**src/rtl/control_sequencer_if.sv**
```systemverilog
// Instruction handshake between the issuing CPU front end and control_sequencer.
// The master presents run/instr; the sequencer answers with busy/done.
interface control_sequencer_if #(
  parameter int DATA_W = 16
);
  logic              run;
  logic [DATA_W-1:0] instr;
  logic              busy;
  logic              done;

  modport master (output run, instr, input busy, done);
  modport slave  (input run, instr, output busy, done);
endinterface

```
**src/rtl/control_sequencer.sv**
```systemverilog
// Multi-cycle control unit for the bus CPU: owns the instruction register and the
// T1..T3 step FSM, and drives one-hot register enables plus datapath strobes.
module control_sequencer #(
  parameter  int DATA_W   = 16,
  parameter  int NUM_REGS = 8,
  localparam int RS_W     = $clog2(NUM_REGS)
) (
  input  logic                clock,
  input  logic                reset,
  control_sequencer_if.slave  bus,
  input  logic                zero,
  output logic [NUM_REGS-1:0] rin,
  output logic [NUM_REGS-1:0] rout,
  output logic                gin,
  output logic                gout,
  output logic                a_in,
  output logic                addsub,
  output logic                xorctrl,
  output logic                pcin,
  output logic                pcout,
  output logic                ctrl_out,
  output logic [DATA_W-1:0]   imm_out
);

  localparam int IMM_W = DATA_W - 3 - RS_W;

  typedef enum logic [1:0] {IDLE, T1, T2, T3} state_t;

  typedef enum logic [2:0] {
    OP_LD   = 3'b000,
    OP_MV   = 3'b001,
    OP_LDPC = 3'b010,
    OP_BR   = 3'b011,
    OP_ADD  = 3'b100,
    OP_SUB  = 3'b101,
    OP_XOR  = 3'b110,
    OP_BRZ  = 3'b111
  } op_t;

  typedef struct packed {
    logic [NUM_REGS-1:0] rin;
    logic [NUM_REGS-1:0] rout;
    logic [NUM_REGS-1:0] brz_sel;
    logic                gin;
    logic                gout;
    logic                a_in;
    logic                addsub;
    logic                xorctrl;
    logic                pcin;
    logic                pcout;
    logic                ctrl_out;
    logic                busy;
    logic                done;
  } ctrl_t;

  state_t            state, state_n;
  logic [DATA_W-1:0] ir, ir_n;
  ctrl_t             ctl;
  op_t               ir_op;

  assign ir_op = op_t'(ir[DATA_W-1 -: 3]);

  function automatic ctrl_t decode(input state_t s, input logic [DATA_W-1:0] w);
    ctrl_t               c;
    op_t                 op;
    logic [NUM_REGS-1:0] x_sel;
    logic [NUM_REGS-1:0] y_sel;
    c     = '0;
    op    = op_t'(w[DATA_W-1 -: 3]);
    x_sel = NUM_REGS'(1) << w[DATA_W-4 -: RS_W];
    y_sel = NUM_REGS'(1) << w[DATA_W-4-RS_W -: RS_W];
    c.busy = (s != IDLE);
    case (s)
      T1: begin
        case (op)
          OP_LD:   begin c.ctrl_out = 1'b1; c.rin = x_sel; c.done = 1'b1; end
          OP_MV:   begin c.rout = y_sel; c.rin = x_sel; c.done = 1'b1; end
          OP_LDPC: begin c.pcout = 1'b1; c.rin = x_sel; c.done = 1'b1; end
          OP_BR:   begin c.rout = x_sel; c.pcin = 1'b1; c.done = 1'b1; end
          OP_BRZ:  begin c.brz_sel = x_sel; c.done = 1'b1; end
          default: begin c.rout = x_sel; c.a_in = 1'b1; end
        endcase
      end
      T2: begin
        c.rout    = y_sel;
        c.gin     = 1'b1;
        c.addsub  = (op == OP_SUB);
        c.xorctrl = (op == OP_XOR);
      end
      T3: begin
        c.gout = 1'b1;
        c.rin  = x_sel;
        c.done = 1'b1;
      end
      default: ;
    endcase
    return c;
  endfunction

  always_comb begin
    state_n = state;
    ir_n    = ir;
    case (state)
      IDLE: if (bus.run) begin
        ir_n    = bus.instr;
        state_n = T1;
      end
      T1:      state_n = (ir_op inside {OP_ADD, OP_SUB, OP_XOR}) ? T2 : IDLE;
      T2:      state_n = T3;
      default: state_n = IDLE;
    endcase
  end

  // Strobes are decoded from the next state/IR so they appear registered in the step itself.
  always_ff @(posedge clock or posedge reset) begin
    if (reset) begin
      state <= IDLE;
      ir    <= '0;
      ctl   <= '0;
    end else begin
      state <= state_n;
      ir    <= ir_n;
      ctl   <= decode(state_n, ir_n);
    end
  end

  // BRZ evaluates the live zero flag during its T1 step; brz_sel holds the candidate rx select.
  assign rin      = ctl.rin;
  assign rout     = ctl.rout | (zero ? ctl.brz_sel : '0);
  assign pcin     = ctl.pcin | (zero & (|ctl.brz_sel));
  assign gin      = ctl.gin;
  assign gout     = ctl.gout;
  assign a_in     = ctl.a_in;
  assign addsub   = ctl.addsub;
  assign xorctrl  = ctl.xorctrl;
  assign pcout    = ctl.pcout;
  assign ctrl_out = ctl.ctrl_out;
  assign bus.busy = ctl.busy;
  assign bus.done = ctl.done;
  assign imm_out  = {{(DATA_W-IMM_W){ir[IMM_W-1]}}, ir[IMM_W-1:0]};

endmodule
```
**src/flat_wrapper.sv**
```systemverilog
// flat-port wrapper written by rule: the top's interface ports become plain ports
module control_sequencer_flat 
#(
  parameter  int DATA_W   = 16,
  parameter  int NUM_REGS = 8,
  localparam int RS_W     = $clog2(NUM_REGS)
)
  (clock, reset, zero, rin, rout, gin, gout, a_in, addsub, xorctrl, pcin, pcout, ctrl_out, imm_out, bus_run, bus_instr, bus_busy, bus_done);
  control_sequencer_if #(.DATA_W(DATA_W)) bus_i ();
  input  logic clock;
  input  logic reset;
  input  logic zero;
  output logic [NUM_REGS-1:0] rin;
  output logic [NUM_REGS-1:0] rout;
  output logic gin;
  output logic gout;
  output logic a_in;
  output logic addsub;
  output logic xorctrl;
  output logic pcin;
  output logic pcout;
  output logic ctrl_out;
  output logic [DATA_W-1:0] imm_out;
  input wire logic [$bits(bus_i.run)-1:0] bus_run;
  input wire logic [$bits(bus_i.instr)-1:0] bus_instr;
  output wire logic [$bits(bus_i.busy)-1:0] bus_busy;
  output wire logic [$bits(bus_i.done)-1:0] bus_done;
  assign bus_i.run = bus_run;
  assign bus_i.instr = bus_instr;
  assign bus_busy = bus_i.busy;
  assign bus_done = bus_i.done;
  control_sequencer #(.DATA_W(DATA_W), .NUM_REGS(NUM_REGS)) u_core (.clock(clock), .reset(reset), .bus(bus_i), .zero(zero), .rin(rin), .rout(rout), .gin(gin), .gout(gout), .a_in(a_in), .addsub(addsub), .xorctrl(xorctrl), .pcin(pcin), .pcout(pcout), .ctrl_out(ctrl_out), .imm_out(imm_out));
endmodule
```
**config.mk**
```make
export PLATFORM = sky130hd
export DESIGN_NAME = control_sequencer_flat
export DESIGN_NICKNAME = d
export VERILOG_FILES = /design/src/rtl/control_sequencer_if.sv /design/src/rtl/control_sequencer.sv /design/src/flat_wrapper.sv
export SDC_FILE = /design/constraint.sdc
export NUM_CORES = 1
export LEC_CHECK = 0
export ABC_CLOCK_PERIOD_IN_PS = 2300
export CAP_MARGIN = 25
export CORE_MARGIN = 3
export CORE_UTILIZATION = 45
export DETAILED_ROUTE_END_ITERATION = 16
export MAX_ROUTING_LAYER = met4
export PLACE_DENSITY = 0.75
export SLEW_MARGIN = 20
export SYNTH_ARGS = -nofsm -noshare
export SYNTH_HDL_FRONTEND = slang
export SYNTH_SLANG_ARGS = --single-unit
```
**constraint.sdc**
```tcl
create_clock -name clock -period 2.3 [get_ports clock]
set_input_delay 0.345 -clock clock [delete_from_list [all_inputs] [get_ports clock]]
set_output_delay 0.345 -clock clock [all_outputs]
set_load 0.1 [all_outputs]
```
==> summary.md <==
| Metric | Value |
|---|---|
| Status | finished, final reports clean |
| R2R Setup Slk | 0.32 ns |
| Rel. slew slack | 58.9% |
| Initial Util | 47.5% |
| Max Cap Violations | 0 |
| Nets@finish | 319 |
| Post-DP HPWL | 4.00 mm |
| CTS tree | done |
| Clock skew | 0.00852 ns |
| Bufs on Longest Clock Path | 2 |
| Library cells used by synthesis | 37 |
| All-layer global routing usage | 17.9% |
| CP startpoint kind | flip-flop |
| Placement Setup Slack | 0.0689 ns |
| CTS Buf Count | 5 |
| Sequential element share of the synthesized area | 52.3% |
| Data arrival time of the critical path | 2.21 ns |
| Max-slew violation count | 0 |
| Post-cts gate resize count | 0 |
| Worst slew pin tran | 0.616 ns |
| Die ar. | 6460 µm² |
| Post-Syn Nets | 270 |
| Routability cong. | 0.858 |
| Die Wd | 80.4 µm |
| CP startpoint | u_core.ir[13] |
| Hold Crit Class | input pin to asynchronous set/reset pin |
| Synthesized cell area | 2490 µm² |
| Post-route DRC | 0 |
| Root Buffer | clkbuf_8 |
| I/O pins | 62 |
| Die Ht | 80.4 µm |
| Buffers on Ports | 61 |
| Routed Wire Length | 5.21 mm |
| Initial DRC Count | 104 |
| FF+latch count, synth | 52 |
| Worst Path Required | 2.53 ns |
| H-tree Lvls | 2 |
| Crit path kind | flip-flop to flip-flop |
| Number of synthesized flops with an enable pin | 0 |
| Antenna violations before repair | 0 |
| Pin count of the biggest net entering global routing | 35 |
| Remaining global-route overflow | 0 |
| Core area | 5240 µm² |
| Reg2reg start | u_core.ir[13] |
| Main flop type after synthesis | dfrtp_1 |
| Final min period | 1.98 ns |
| RSZ-0062 raised after global routing | false |
| Clock Sinks | 52 |
| Syn Inst Count | 246 |
| P&R area growth vs syn | 27.5% |
| FFs w/ async S/R, synth | 100% |
| Clk_lat worst skew | 0.32 ns |
| Post-Syn Area per Cell | 10.1 µm² |
| Number of fill cells in the layout | 426 |
| Fmax | 504 MHz |
| Worst Slack Setup Final | 0.316 ns |
| Setup tns final | 0 ns |
| # hold bufs at CTS | 0 |
| Wirelength per Cell | 14.2 µm |
| Worst setup EP type | flip-flop |
| Post-route ant nets | 0 |
| Hold Vio Cnt, Final | 0 |
| Pre-antenna DRT Iters | 4 |
| Via density per instance | 5.01 |
| Post-CTS Setup Bufs | 0 |
| Layout cells sized above 1 | 24.7% |
| Vias | 1,832 |
| First-pass GRT wire length | 8.61 mm |
| N_diodes | 0 |
| Vias in the first global route | 1,766 |
| CP Max Fanout | 8 |
| Tcrit/Tclk final | 86.3% |
| Synth Warn # | 0 |
| # setup viols final | 0 |
| CTS clk-pin slew, worst paths | 0.10 ns |
| Row cnt | 26 |
[cell type report]
cell class | count | area [µm²] | area share (%)
clock buffers | 5 | 68.8 | 2.17
clock inverters | 3 | 26.3 | 0.828
multi-input cells | 150 | 911 | 28.7
flip-flops and latches | 52 | 1300 | 41.0
repair buffers | 75 | 736 | 23.2
inverters | 11 | 41.3 | 1.30
well taps | 70 | 87.6 | 2.76
[stage by stage]
stage          area, µm²  hold WS, ns  cells  util, %
6_report            3170        0.340    366     60.6
3_3_place_gp        3080        0.459    358     58.7
4_1_cts             3170        0.349    366     60.6
3_5_place_dp        3080        0.468    358     58.7
5_1_grt             3170        0.362    366     60.6
2_1_floorplan       2490        0.447    246        -
[flip-flops by register name, summed over array words and instances (netlist names), 2 cells and up]
signal        cells
u_core.rin        8
u_core.ctl       17
u_core.ir        16
u_core.state      2
[metal layers]
metal  global-route usage, %  vias to the layer above  routed length, µm
met4                    5.41                        0                 73
met1                    23.6                      846               2370
met3                    4.37                       10                333
met2                    27.5                       71               2430
li1                        -                      905                  -
met5                       -                        -                  0
[path summary, 6_finish.rpt]
check / cells past startpoint / to
max: 6 / u_core.ctl[23]
min: 2 / u_core.ir[8]
max reg2reg: 6 / u_core.ctl[23]
min reg2reg: 2 / u_core.ir[4]
max in group asynchronous: 3 / u_core.ctl[24]
min in group clock: 2 / u_core.ir[4]
[cells by family (layout without fill, tap and decap cells)]
logic type	after synthesis	in the layout	synth area share [%]
simple gates	101	101	19.8
mux	10	10	4.78
buf+inv	44	94	11.3
compound gates	34	34	9.45
flops	52	52	52.3
xor+xnor	1	1	0.352
fa+ha+maj	4	4	2.01
[cell usage after synthesis (2+ instances only)]
master	count	area, µm²
nor4b_1	2	17.5
o22ai_1	8	50.1
and3_1	3	18.8
nor4bb_1	2	20.0
nor3b_1	6	45.0
buf_4	26	195
clkbuf_1	5	18.8
nand2b_1	4	25.0
a21o_1	9	67.6
nor3_1	13	65.1
dfrtp_1	52	1300
nor4_1	2	12.5
ha_1	4	50.1
nor2_1	11	41.3
mux2i_1	6	60.1
inv_1	11	41.3
mux2_2	2	22.5
o2111ai_1	2	17.5
a22oi_1	3	22.5
o21ai_0	8	40.0
nand2_1	50	188
nand3b_1	2	15.0
[critical path, cell delays in order (launching register included)]
cell	delay, ns
dfrtp_1	0.43
nand2_1	0.16
nand4b_1	0.10
and2_1	0.19
ha_1	0.36
o2111ai_1	0.33
o22ai_1	0.31
[cells in the final DEF, fill, tap and decap left out, types with 3 or more instances in the layout]
cell,instances
dfrtp_1,52
nand2_1,50
buf_4,46
clkdlybuf4s50_1,19
nor3_1,13
nor2_1,11
inv_1,10
buf_12,10
a21o_1,9
o21ai_0,8
o22ai_1,8
mux2i_1,6
nor3b_1,5
clkbuf_8,5
nand2b_1,4
ha_1,4
and3_1,3
a22oi_1,3
Power is left out: the tool's default activity adds up to more than one toggle a clock period on the data nets, which glitch-free logic cannot reach.
